--- config.mk ---
export PLATFORM = sky130hd
export DESIGN_NAME = avalon_cmd_reg_bank
export DESIGN_NICKNAME = d
export VERILOG_FILES = /design/src/rtl/avalon_cmd_pkg.sv /design/src/rtl/avalon_byte_merge.sv /design/src/rtl/avalon_cmd_reg_bank.sv
export SDC_FILE = /design/constraint.sdc
export NUM_CORES = 1
export LEC_CHECK = 0
export CAP_MARGIN = 0
export CORE_MARGIN = 10
export CORE_UTILIZATION = 44
export CTS_CLUSTER_DIAMETER = 60
export CTS_CLUSTER_SIZE = 20
export DETAILED_ROUTE_END_ITERATION = 8
export GPL_TIMING_DRIVEN = 0
export PLACE_DENSITY = 0.8
export SETUP_SLACK_MARGIN = 0.2
export SYNTH_ARGS = -nofsm -noshare
export SYNTH_HDL_FRONTEND = slang
export SYNTH_SLANG_ARGS = --single-unit
--- constraint.sdc ---
create_clock -name clk -period 7.8 [get_ports clk]
set_input_delay 1.17 -clock clk [delete_from_list [all_inputs] [get_ports clk]]
set_output_delay 1.17 -clock clk [all_outputs]
set_load 0.02 [all_outputs]
--- src/rtl/avalon_cmd_pkg.sv ---
// avalon_cmd_pkg: register map, STATUS bit positions and command FSM encodings for avalon_cmd_reg_bank
package avalon_cmd_pkg;
  localparam int REG_CTRL   = 0;
  localparam int REG_STATUS = 1;
  localparam int REG_RESULT = 2;
  localparam int REG_DATA0  = 3;
  localparam int ST_BUSY = 0;
  localparam int ST_DONE = 1;
  localparam int ST_ERR  = 2;
  localparam int CTRL_GO = 0;
  localparam logic S_IDLE = 1'b0;
  localparam logic S_BUSY = 1'b1;
endpackage

--- src/rtl/avalon_byte_merge.sv ---
// avalon_byte_merge: per-lane write merge for DATA registers; lane-selective only when BYTEENABLE_EN is defined
module avalon_byte_merge #(
  parameter int DATA_W = 32
) (
  input  logic [DATA_W-1:0]   cur,
  input  logic [DATA_W-1:0]   wdata,
  input  logic [DATA_W/8-1:0] be,
  output logic [DATA_W-1:0]   merged
);
`ifdef BYTEENABLE_EN
  for (genvar i = 0; i < DATA_W/8; i++) begin : g_lane
    assign merged[8*i +: 8] = be[i] ? wdata[8*i +: 8] : cur[8*i +: 8];
  end
`else
  logic unused_lanes;
  assign unused_lanes = ^{cur, be};
  assign merged = wdata;
`endif
endmodule

--- src/rtl/avalon_cmd_reg_bank.sv ---
// avalon_cmd_reg_bank: Avalon-MM CTRL/STATUS/RESULT command slave with exported DATA registers.
// BYTEENABLE_EN enables byte-lane writes and gates GO / W1C on byteenable[0].
module avalon_cmd_reg_bank
  import avalon_cmd_pkg::*;
#(
  parameter int DATA_W   = 32,
  parameter int NUM_REGS = 8,
  parameter int ADDR_W   = 3
) (
  input  logic                           clk,
  input  logic                           reset,
  input  logic [ADDR_W-1:0]              address,
  input  logic                           write,
  input  logic                           read,
  input  logic [DATA_W-1:0]              writedata,
  input  logic [DATA_W/8-1:0]            byteenable,
  output logic [DATA_W-1:0]              readdata,
  output logic                           readdatavalid,
  output logic                           hw_start,
  input  logic                           hw_done,
  input  logic [DATA_W-1:0]              hw_result,
  output logic [(NUM_REGS-3)*DATA_W-1:0] data_regs
);
  localparam int ND = NUM_REGS - REG_DATA0;
  logic state, done, err, lane0, busy, go_req, go_ok, go_err, hw_fin, wr_st;
  logic [DATA_W-1:0] result, rd_val;
  logic [DATA_W-1:0] data_q [ND];
  logic [DATA_W-1:0] merged [ND];
`ifdef BYTEENABLE_EN
  assign lane0 = byteenable[0];
`else
  assign lane0 = 1'b1;
`endif
  assign busy   = state == S_BUSY;
  assign go_req = write && int'(address) == REG_CTRL && lane0 && writedata[CTRL_GO];
  assign go_ok  = go_req && !busy;
  assign go_err = go_req && busy;
  assign hw_fin = hw_done && busy;
  assign wr_st  = write && int'(address) == REG_STATUS && lane0;
  for (genvar d = 0; d < ND; d++) begin : g_data
    avalon_byte_merge #(.DATA_W(DATA_W)) u_merge (
      .cur(data_q[d]), .wdata(writedata), .be(byteenable), .merged(merged[d])
    );
    assign data_regs[d*DATA_W +: DATA_W] = data_q[d];
  end
  always_comb begin
    rd_val = '0;
    if (int'(address) == REG_STATUS) begin
      rd_val[ST_BUSY] = busy;
      rd_val[ST_DONE] = done;
      rd_val[ST_ERR]  = err;
    end
    if (int'(address) == REG_RESULT) rd_val = result;
    for (int i = 0; i < ND; i++)
      if (int'(address) == REG_DATA0 + i) rd_val = data_q[i];
  end
  // set events take priority over W1C clears in the same cycle
  always_ff @(posedge clk or posedge reset)
    if (reset) begin
      state         <= S_IDLE;
      done          <= 1'b0;
      err           <= 1'b0;
      result        <= '0;
      hw_start      <= 1'b0;
      readdata      <= '0;
      readdatavalid <= 1'b0;
      for (int i = 0; i < ND; i++) data_q[i] <= '0;
    end else begin
      state         <= go_ok ? S_BUSY : hw_fin ? S_IDLE : state;
      done          <= hw_fin | (done & ~(wr_st & writedata[ST_DONE]));
      err           <= go_err | (err & ~(wr_st & writedata[ST_ERR]));
      hw_start      <= go_ok;
      readdatavalid <= read && !write;
      if (hw_fin) result <= hw_result;
      if (read && !write) readdata <= rd_val;
      for (int i = 0; i < ND; i++)
        if (write && int'(address) == REG_DATA0 + i) data_q[i] <= merged[i];
    end
endmodule

==> metrics.txt, run 1 <==
Post-Syn Nets=848; DP Worst Slack=4.46 ns; drt first-iter violations=448; flops & latches, synth=229; asr flop ratio synth=100%; register area share after synthesis=57.0%; top_reg_cell synth=dfrtp_1; Worst-Skew Late Latency=0.54 ns; GP Congestion=0.838; Die W=171 um; post-synth cell types=37; Final Max Tran Viols=0; power per cell area=302 nW/um^2; clk_skew=0.0170 ns; Total GRT Usage=23.9%; slowest stage cell, crit path=buf_1; min Tclk post-route=2.81 ns; EDFF count, synth=0; Core Box Area=22,600 um^2; total power=0.00423 W; WS Path Type=input pin to flop; Rel. slew slack=42.2%; DRC=0; actual slew at the worst max-slew pin=0.866 ns; HPWL after detailed placement=25,100 um; CP endpoint kind=flop; Clock Tree Root=clkbuf_16; WL/cell=26.1 um; largest net degree at the start of global routing=130; maximum clock frequency=0.356 GHz; number of setup buffers added after CTS=0; area of the multi-input gates=4010 um^2; Routed Antenna Nets=0; CTS tree=done; maximum fanout along the worst path=10; total congestion overflow=0; Worst Path Arrival=3.26 ns; peak supply drop=0.253 mV; WL final=35,700 um; Crit path required time=8.25 ns; Cell Area, Synth=10,000 um^2; crit start category=input pin; Port Buf Inserts=264; initial core utilization=44.5%; Max-cap violations=0; CP top delay family=buffers and inverters; H-tree levels=1; status=finished, final reports clean; Max Buffers Root-to-Sink=3; Gate Count Post-Synth=772; RSZ-0062 raised after global routing=false; hold_buf cts=0; via count=7,850; number of fill cells=1,779; buffers and inverters on the worst path=4; IO Pins=270; Clock transition at path regs=0.08 ns; cell chain of the critical path=clkdlybuf4s50_1, nand2b_1, buf_2, inv_1, buf_1, o22ai_1, a31oi_1; first-pass GRT wire length=52,900 um; Row Count=55; fin nets=1,140; Avg Inst Size Synth=13.0 um^2; Sink Count=229; drt first pass iters=5; post-CTS resize count=0; Register Area=5730 um^2; Hold WC Path Type=flop to flop; Final Hold Viols=0; vias in the first global route=8,371; CTS Buf Count=25; max incr delay on CP=0.60 ns; fin crit share=36.0%; min setup slack post-route=4.99 ns; share of layout cells above drive strength 1=26.6%; die height=171 um; initial antenna violation count=2; Final Setup Violations=0; Yosys Warn Count=0; area delta synth->final=39.2%; Lkg Pwr=5.99 nW; DR vias/cell=5.74; die area=29,300 um^2
[through the flow]
step | util, % | instance area (um^2) | hold slack, ns | setup TNS (ns) | std cells
final | 61.9 | 14000 | 0.472 | 0 | 1367
after global routing | 61.9 | 14000 | 0.515 | 0 | 1367
after CTS | 61.9 | 14000 | 0.469 | 0 | 1366
after detailed placement | 58.0 | 13100 | 0.457 | 0 | 1322
after global placement | 57.8 | 13000 | 0.451 | -602.75 | 1321
after floorplan | - | 10000 | 0.433 | 0 | 772
[cells by family after synthesis]
family / count (synthesis) / share of synthesized area [%]
flops: 229 / 57.0
mux: 199 / 23.4
compound gates: 190 / 12.6
simple gates: 91 / 3.90
buf+inv: 63 / 3.04
[power breakdown]
part / total, W / switching, W / internal, W / leakage [nW]
clock network: 0.00130 / 0.000577 / 0.000723 / 0.434
logic: 0.00127 / 0.000617 / 0.000657 / 2.81
registers: 0.00166 / 0.000201 / 0.00145 / 2.75
total: 0.00423 / 0.00139 / 0.00283 / 5.99
[state kept, by name, summed over array words and instances, names as in the netlist]
register,flops
data_regs,160
done,1
result,32
err,1
busy,1
readdatavalid,1
hw_start,1
readdata,32
[cell type report]
type	instances	share of cell area (%)
inverter	3	0.134
sequential	229	41.0
tap	285	2.55
antenna	1	0.0179
multi-input combinational	480	28.7
clock inverter	19	1.95
clock buffer	25	4.47
timing repair buffer	265	19.1
buffer	60	2.10
[layout by cell type (no fill, tap or decap), types with 8 or more instances in the layout]
master           synthesis  layout
clkdlybuf4s50_1          0     264
buf_2                   34      34
dfrtp_1                229     229
o21ai_0                 34      34
nand2_1                 65      65
o22ai_1                 31      31
clkbuf_16                0      25
clkbuf_1                16      16
a31oi_1                 20      20
a21bo_2                 14      14
mux2_2                 158     158
a21oi_1                 40      40
mux2_4                  30      30
a22o_1                  20      20
a22oi_1                  8       8
mux2_1                   8       8
[Yosys cell counts, types with 5 or more instances]
| cell type | n | area (um^2) |
|---|---|---|
| a21bo_1 | 5 | 50.1 |
| a21bo_2 | 14 | 140 |
| a21oi_1 | 40 | 200 |
| a221oi_1 | 6 | 52.6 |
| a22o_1 | 20 | 175 |
| a22oi_1 | 8 | 60.1 |
| a2bb2oi_1 | 7 | 61.3 |
| a31oi_1 | 20 | 125 |
| buf_1 | 6 | 22.5 |
| buf_2 | 34 | 170 |
| clkbuf_1 | 16 | 60.1 |
| dfrtp_1 | 229 | 5730 |
| mux2_1 | 8 | 90.1 |
| mux2_2 | 158 | 1780 |
| mux2_4 | 30 | 450 |
| nand2_1 | 65 | 244 |
| nor2_1 | 7 | 26.3 |
| o21ai_0 | 34 | 170 |
| o22ai_1 | 31 | 194 |
[per-layer routing]
metal | track usage [%] | share of wire (%)
met1 | 30.1 | 41
met2 | 38.2 | 47
met3 | 7.37 | 8.9
met4 | 8.36 | 2.9
met5 | 0 | 0.036
[final timing paths]
check | endpoint | cells after the start | slack [ns] | from
setup / recovery | readdata[7] | 7 | 4.99 | write
hold / removal | hw_start | 1 | 0.47 | busy
setup reg to reg | result[25] | 3 | 5.87 | busy
hold reg to reg | hw_start | 1 | 0.47 | busy
max in group asynchronous | data_regs[80] | 3 | 5.55 | reset
min in group asynchronous | data_regs[136] | 2 | 1.15 | reset
[worst reg2reg max path, delay by kind of cell, from the launching register on]
| family | cells | cell delay, ns |
|---|---|---|
| buffers and inverters | 1 | 0.70 |
| multiplexers | 1 | 0.43 |
| flip-flops | 1 | 0.40 |
| AND/OR/NAND/NOR | 1 | 0.29 |
(Power assumes the default switching activity.)
==> run 2: changes to the inputs <==
--- a/config.mk
+++ b/config.mk
@@ -7,12 +7,12 @@
 export LEC_CHECK = 0
 export CAP_MARGIN = 0
 export CORE_MARGIN = 10
-export CORE_UTILIZATION = 44
+export CORE_UTILIZATION = 49
 export CTS_CLUSTER_DIAMETER = 60
 export CTS_CLUSTER_SIZE = 20
 export DETAILED_ROUTE_END_ITERATION = 8
 export GPL_TIMING_DRIVEN = 0
-export PLACE_DENSITY = 0.8
+export PLACE_DENSITY = 0.84
 export SETUP_SLACK_MARGIN = 0.2
 export SYNTH_ARGS = -nofsm -noshare
 export SYNTH_HDL_FRONTEND = slang
==> constraint.sdc (replaced) <==
create_clock -name clk -period 2.83 [get_ports clk]
set_input_delay 0.4245 -clock clk [delete_from_list [all_inputs] [get_ports clk]]
set_output_delay 0.4245 -clock clk [all_outputs]
set_load 0.02 [all_outputs]
==> run 2 against run 1 <==
Net effect:
- worst setup slack got worse by 4.3 ns
- first-iteration DRC count increased by 34%
- combinational power increased to 2.8 times the previous value
- sequential share of layout area increased by 0.74 points
- clock skew decreased by 0.0012 ns
- via count increased by 1.1%
- largest cell class unchanged
- design area decreased by 1.8%
- non-clock buffer count increased by 5
- global-route usage increased by 1.7 points
- count of clock-buffer cells in the layout decreased by 3
- critical path depth unchanged
==> metrics.txt, run 2 (synthesis gave the netlist of run 1 again) <==
share of layout cells above drive strength 1=25.8% (was 26.6%); largest net degree at the start of global routing=41 (was 130); status=finished, final reports clean (unchanged); clk_skew=0.0157 ns (was 0.0170 ns); vias in the first global route=8,299 (was 8,371); r2r endpoint=result[24] (was result[25]); Crit path required time=3.24 ns (was 8.25 ns); min setup slack post-route=0.693 ns (was 4.99 ns); WL/cell=26.0 um (was 26.1 um); Port Buf Inserts=264 (unchanged); r2r setup slk=1.01 ns (was 5.87 ns); Final Hold Viols=0 (unchanged); via count=7,933 (was 7,850); WS Path Type=input pin to flop (unchanged); fin nets=1,138 (was 1,140); max reg flops=160 (unchanged); total congestion overflow=0 (unchanged); GP Congestion=0.879 (was 0.838); drt first-iter violations=599 (was 448); fin crit share=75.5%; maximum fanout along the worst path=10 (unchanged); Max Buffers Root-to-Sink=3 (unchanged); CTS tree=done (unchanged); DR vias/cell=5.91 (was 5.74); buffers and inverters on the worst path=3 (was 4); power per cell area=775 nW/um^2 (was 302 nW/um^2); die area=26,600 um^2 (was 29,300 um^2); Core Box Area=20,200 um^2 (was 22,600 um^2); RSZ-0062 raised after global routing=false (unchanged); R2R Path Start=busy (unchanged); CP endpoint kind=flop (unchanged); diode count=0 (was 1); IO Pins=270 (unchanged); Clock transition at path regs=0.09 ns (was 0.08 ns); drt first pass iters=5 (unchanged); initial core utilization=49.7% (was 44.5%); Max-cap violations=0 (unchanged); crit start category=input pin (unchanged); Lkg Pwr=5.88 nW (was 5.99 nW); area delta synth->final=36.7% (was 39.2%); placed cell area=13,200 um^2 (was 13,100 um^2); DRC=0 (unchanged); Die W=163 um (was 171 um); max incr delay on CP=0.65 ns (was 0.60 ns); CP top delay family=buffers and inverters (unchanged); commonest non-fill, non-tap cell in the layout=clkdlybuf4s50_1 (unchanged); Sink Count=229 (unchanged); first-pass GRT wire length=52,300 um (was 52,900 um); Total GRT Usage=25.6% (was 23.9%); H-tree levels=1 (unchanged); HPWL after detailed placement=25,000 um (was 25,100 um); peak supply drop=0.533 mV (was 0.253 mV); min Tclk post-route=2.14 ns; Routed Antenna Nets=0 (unchanged); hold_buf cts=0 (unchanged); CTS Buf Count=18 (was 25); Clock Tree Root=clkbuf_16 (unchanged); WL final=34,900 um (was 35,700 um); cell chain of the critical path=clkdlybuf4s50_1, buf_2, and2b_1, clkbuf_1, a22o_1, nand2_1, a31oi_1 (was clkdlybuf4s50_1, nand2b_1, buf_2, inv_1, buf_1, o22ai_1, a31oi_1); number of setup buffers added after CTS=0 (unchanged); final instance area=13,700 um^2 (was 14,000 um^2); most frequent cells in the layout=clkdlybuf4s50_1 (264), dfrtp_1 (229), mux2_2 (158) (unchanged); Worst-Skew Late Latency=0.50 ns (was 0.54 ns); DP Worst Slack=0.268 ns (was 4.46 ns); Hold WC Path Type=input pin to asynchronous set/reset pin (was flop to flop); Rel. slew slack=45.2% (was 42.2%); Final Max Tran Viols=0 (unchanged); maximum clock frequency=0.468 GHz; slowest stage cell, crit path=clkbuf_1 (was buf_1); Row Count=52 (was 55); die height=163 um (was 171 um); cells on worst reg2reg path=3 (unchanged); actual slew at the worst max-slew pin=0.823 ns (was 0.866 ns); initial antenna violation count=1 (was 2); Worst Path Arrival=2.55 ns (was 3.26 ns); Final Setup Violations=0 (unchanged); post-CTS resize count=0 (unchanged)
[run 2: stage by stage]
step	hold WS (ns)	power, W	TNS (ns)	instances	utilization (%)
after global placement	0.452	0.00801	-529.41	1306	64.4
after global routing	0.311	0.0111	0	1342	67.9
final	0.288	0.0106	0	1342	67.9
after floorplan	0.433	0.00628	-134.76	772	-
after detailed placement	0.475	0.00813	0	1312	65.0
after CTS	0.294	0.0107	0	1342	67.9
[run 2: worst reg2reg max path: stages, from the launching register on]
cell and delay [ns]:
dfrtp_1 0.40, nand2_1 0.28, buf_1 0.60, mux2_2 0.42
[run 2: report_power, final]
part / internal, W / total (W) / leakage [nW] / switching [W]
clock network: 0.00130 / 0.00256 / 0.287 / 0.00126
registers: 0.00401 / 0.00457 / 2.75 / 0.000563
logic: 0.00182 / 0.00352 / 2.85 / 0.00169
[run 2: worst max path at each step]
| stage | from | to | cells after the start |
|---|---|---|---|
| 2_1_floorplan | reset | busy | 1 |
| 3_3_place_gp | reset | data_regs[16] | 2 |
| 4_1_cts | address[1] | readdata[4] | 6 |
| 6_report | address[2] | readdata[12] | 7 |
| 5_1_grt | address[2] | readdata[15] | 7 |
| 3_5_place_dp | address[1] | readdata[4] | 6 |
[run 2: per-layer routing]
metal / routed length (um) / up-vias / track usage [%]
li1: - / 3391 / -
met1: 13800 / 4079 / 33.0
met3: 3500 / 63 / 6.75
met4: 1030 / 2 / 8.36
met2: 16600 / 398 / 41.2
met5: 17 / - / 0
[run 2: layout make-up]
type	count	area, um^2
clock buffers	22	497
multi-input cells	480	4010
plain buffers	60	294
repair buffers	270	2760
well taps	270	338
clock inverters	8	86.3
inverters	3	15.0
fillers	1466	6500
flip-flops and latches	229	5730
==> edit: new RTL, flow settings as in run 1 <==
`DATA_W` is set to 32 in 2 places; all go to 16.
--- a/src/rtl/avalon_byte_merge.sv
+++ b/src/rtl/avalon_byte_merge.sv
@@ -1,6 +1,6 @@
 // avalon_byte_merge: per-lane write merge for DATA registers; lane-selective only when BYTEENABLE_EN is defined
 module avalon_byte_merge #(
-  parameter int DATA_W = 32
+  parameter int DATA_W = 16
 ) (
   input  logic [DATA_W-1:0]   cur,
   input  logic [DATA_W-1:0]   wdata,
--- a/src/rtl/avalon_cmd_reg_bank.sv
+++ b/src/rtl/avalon_cmd_reg_bank.sv
@@ -3,7 +3,7 @@
 module avalon_cmd_reg_bank
   import avalon_cmd_pkg::*;
 #(
-  parameter int DATA_W   = 32,
+  parameter int DATA_W   = 16,
   parameter int NUM_REGS = 8,
   parameter int ADDR_W   = 3
 ) (
Ports: changed (5 resized); port bits go from 270 to 140. The function was not compared with the original's and may differ.
==> edit against run 1 <==
Synthesized area decreased by 47%; first-iteration DRC count decreased by 37%; sequential cell count decreased by 112; total power decreased by 45%; largest cell class unchanged; worst setup slack improved by 0.16 ns; count of clock-buffer cells in the layout decreased by 5; largest power group unchanged; routed wire length decreased by 54%; final area decreased by 46%.
==> edit: results (changes against run 1) <==
Run status
  – Outcome: completed (unchanged)

Setup path
  – R2r startpoint: busy (unchanged)
  – Worst Path Max Fanout: 10 (unchanged)
  – Crit path from: address[2] (was write)
  – CP peak stage delay: 0.48 ns (was 0.60 ns)
  – Critical path arrival: 2.93 ns (was 3.26 ns)
  – Slowest CP cell: clkbuf_1 (was buf_1)
  – CP top delay family: buffers and inverters (unchanged)

Routing
  – Initial DRT Pass Iterations: 4 (was 5)
  – Via count: 3995 (was 7850)
  – Initial drt markers: 281 (was 448)
  – DR vias/cell: 5.65 (was 5.74)
  – Routed WL: 16500 microns (was 35700 microns)

Synthesis
  – Syn Nets: 434 (was 848)
  – Syn Area/Cell: 13.6 sq um (was 13.0 sq um)
  – FFs w/ async S/R, synth: 1.00 (unchanged)
  – Post-synthesis sequential area ratio: 0.548 (was 0.570)
  – Synth unique cells: 45 (was 37)
  – Yosys warning total: 0 (unchanged)
  – Most area-consuming cells after synthesis: dfrtp_1 55%, mux2_2 12%, mux2_4 5.6% (was dfrtp_1 57%, mux2_2 18%, mux2_4 4.5%)
  – Commonest cells in the netlist: 117 x dfrtp_1, 58 x mux2_2, 23 x mux2_1 (was 229 x dfrtp_1, 158 x mux2_2, 65 x nand2_1)

Global route
  – Number of global-route vias before repair: 4342 (was 8371)
  – All-Layer GR Usage: 0.198 (was 0.239)
  – M3 GR Usage: 0.0848 (was 0.0737)
  – Antenna violations before repair: 0 (was 2)
  – First-pass GRT wire length: 25200 microns (was 52900 microns)
  – Grt met2 use: 0.325 (was 0.382)
  – Largest net degree at the start of global routing: 71 (was 130)
  – Met1 Use GR: 0.227 (was 0.301)

Hold path
  – Hold Path Origin: err (was busy)
  – Tightest Hold Check Type: reg -> reg (unchanged)

Final layout
  – Share of cells above drive strength 1: 0.273 (was 0.266)
  – Ant. Diodes: 0 (was 1)
  – Final nets: 589 (was 1140)
  – Max reg flops: 80 (was 160)

Clocking
  – Clk buf depth: 2 (was 3)
  – Post_cts resized: 0 (unchanged)
  – Clk Latency, worst-skew pair: 0.42 ns (was 0.54 ns)
  – CTS Buf Count: 17 (was 25)
  – Clock-pin slew on the worst setup and hold paths: 0.05 ns (was 0.08 ns)
  – Post-CTS Setup Bufs: 0 (unchanged)
  – Root buffer cell: clkbuf_16 (unchanged)
  – H-tree depth: 4 (was 1)

Power
  – Leakage: 3.21 nW (was 5.99 nW)
  – Sw Share: 0.292 (was 0.330)
  – Peak VDD IR: 0.188 mV (was 0.253 mV)

Timing
  – Clock skew: 0.00781 ns (was 0.0170 ns)
  – Actual slew at the worst max-slew pin: 0.622 ns (was 0.866 ns)

Place
  – Post-detail-place hpwl: 11600 microns (was 25100 microns)
  – Post-DP Area: 6900 sq um (was 13100 sq um)
  – Dpl cells: 675 (was 1322)
  – Dpl ws: 4.74 ns (was 4.46 ns)
  – I/O Buffers: 135 (was 264)
  – GPL Wtd Cong: 0.854 (was 0.838)
edit: worst register-to-register path: cells and delay by family (launching register included):
kind,cells,cell delay [ns]
buf+inv,1,0.39
simple gates,1,0.36
flops,1,0.40
mux,1,0.38
edit: metal layers:
metal,part of all wire,up-vias,wire length [microns]
met4,0.019,0,309
met2,0.50,152,8220
li1,-,1767,-
met1,0.39,2048,6410
met5,0,-,0
met3,0.094,28,1550
edit: power groups by stage:
stage	clock network (mW)	registers, mW	logic [mW]
after floorplan	0	0.962	0.198
after global placement	0	0.843	0.620
after detailed placement	0	0.852	0.634
after CTS	0.843	0.844	0.639
after global routing	0.871	0.862	0.669
final	0.831	0.846	0.629
edit: logic make-up after synthesis:
family,count (synthesis),share of synthesized area
flops,117,0.548
mux,101,0.227
buf+inv,30,0.0412
simple gates,59,0.0766
compound gates,85,0.107
edit: path summary, 6_finish.rpt:
path	to	slack [ns]	depth (start not counted)
max	readdata[5]	5.15	6
max reg2reg	result[6]	6.16	3
max in group asynchronous	data_regs[5]	5.85	3
min in group asynchronous	readdatavalid	1.19	2
min	err	0.48	2
min reg2reg	err	0.48	2
edit: area by class of cell:
type / instances / area (sq um)
Clock buffer: 20 / 467
Timing Repair Buffer: 136 / 1380
Multi-Input combinational cell: 245 / 2190
Sequential cell: 117 / 2930
Fill cell: 885 / 4420
Inverter: 4 / 17.5
Tap cell: 147 / 184
Buffer: 26 / 205
Clock inverter: 12 / 174
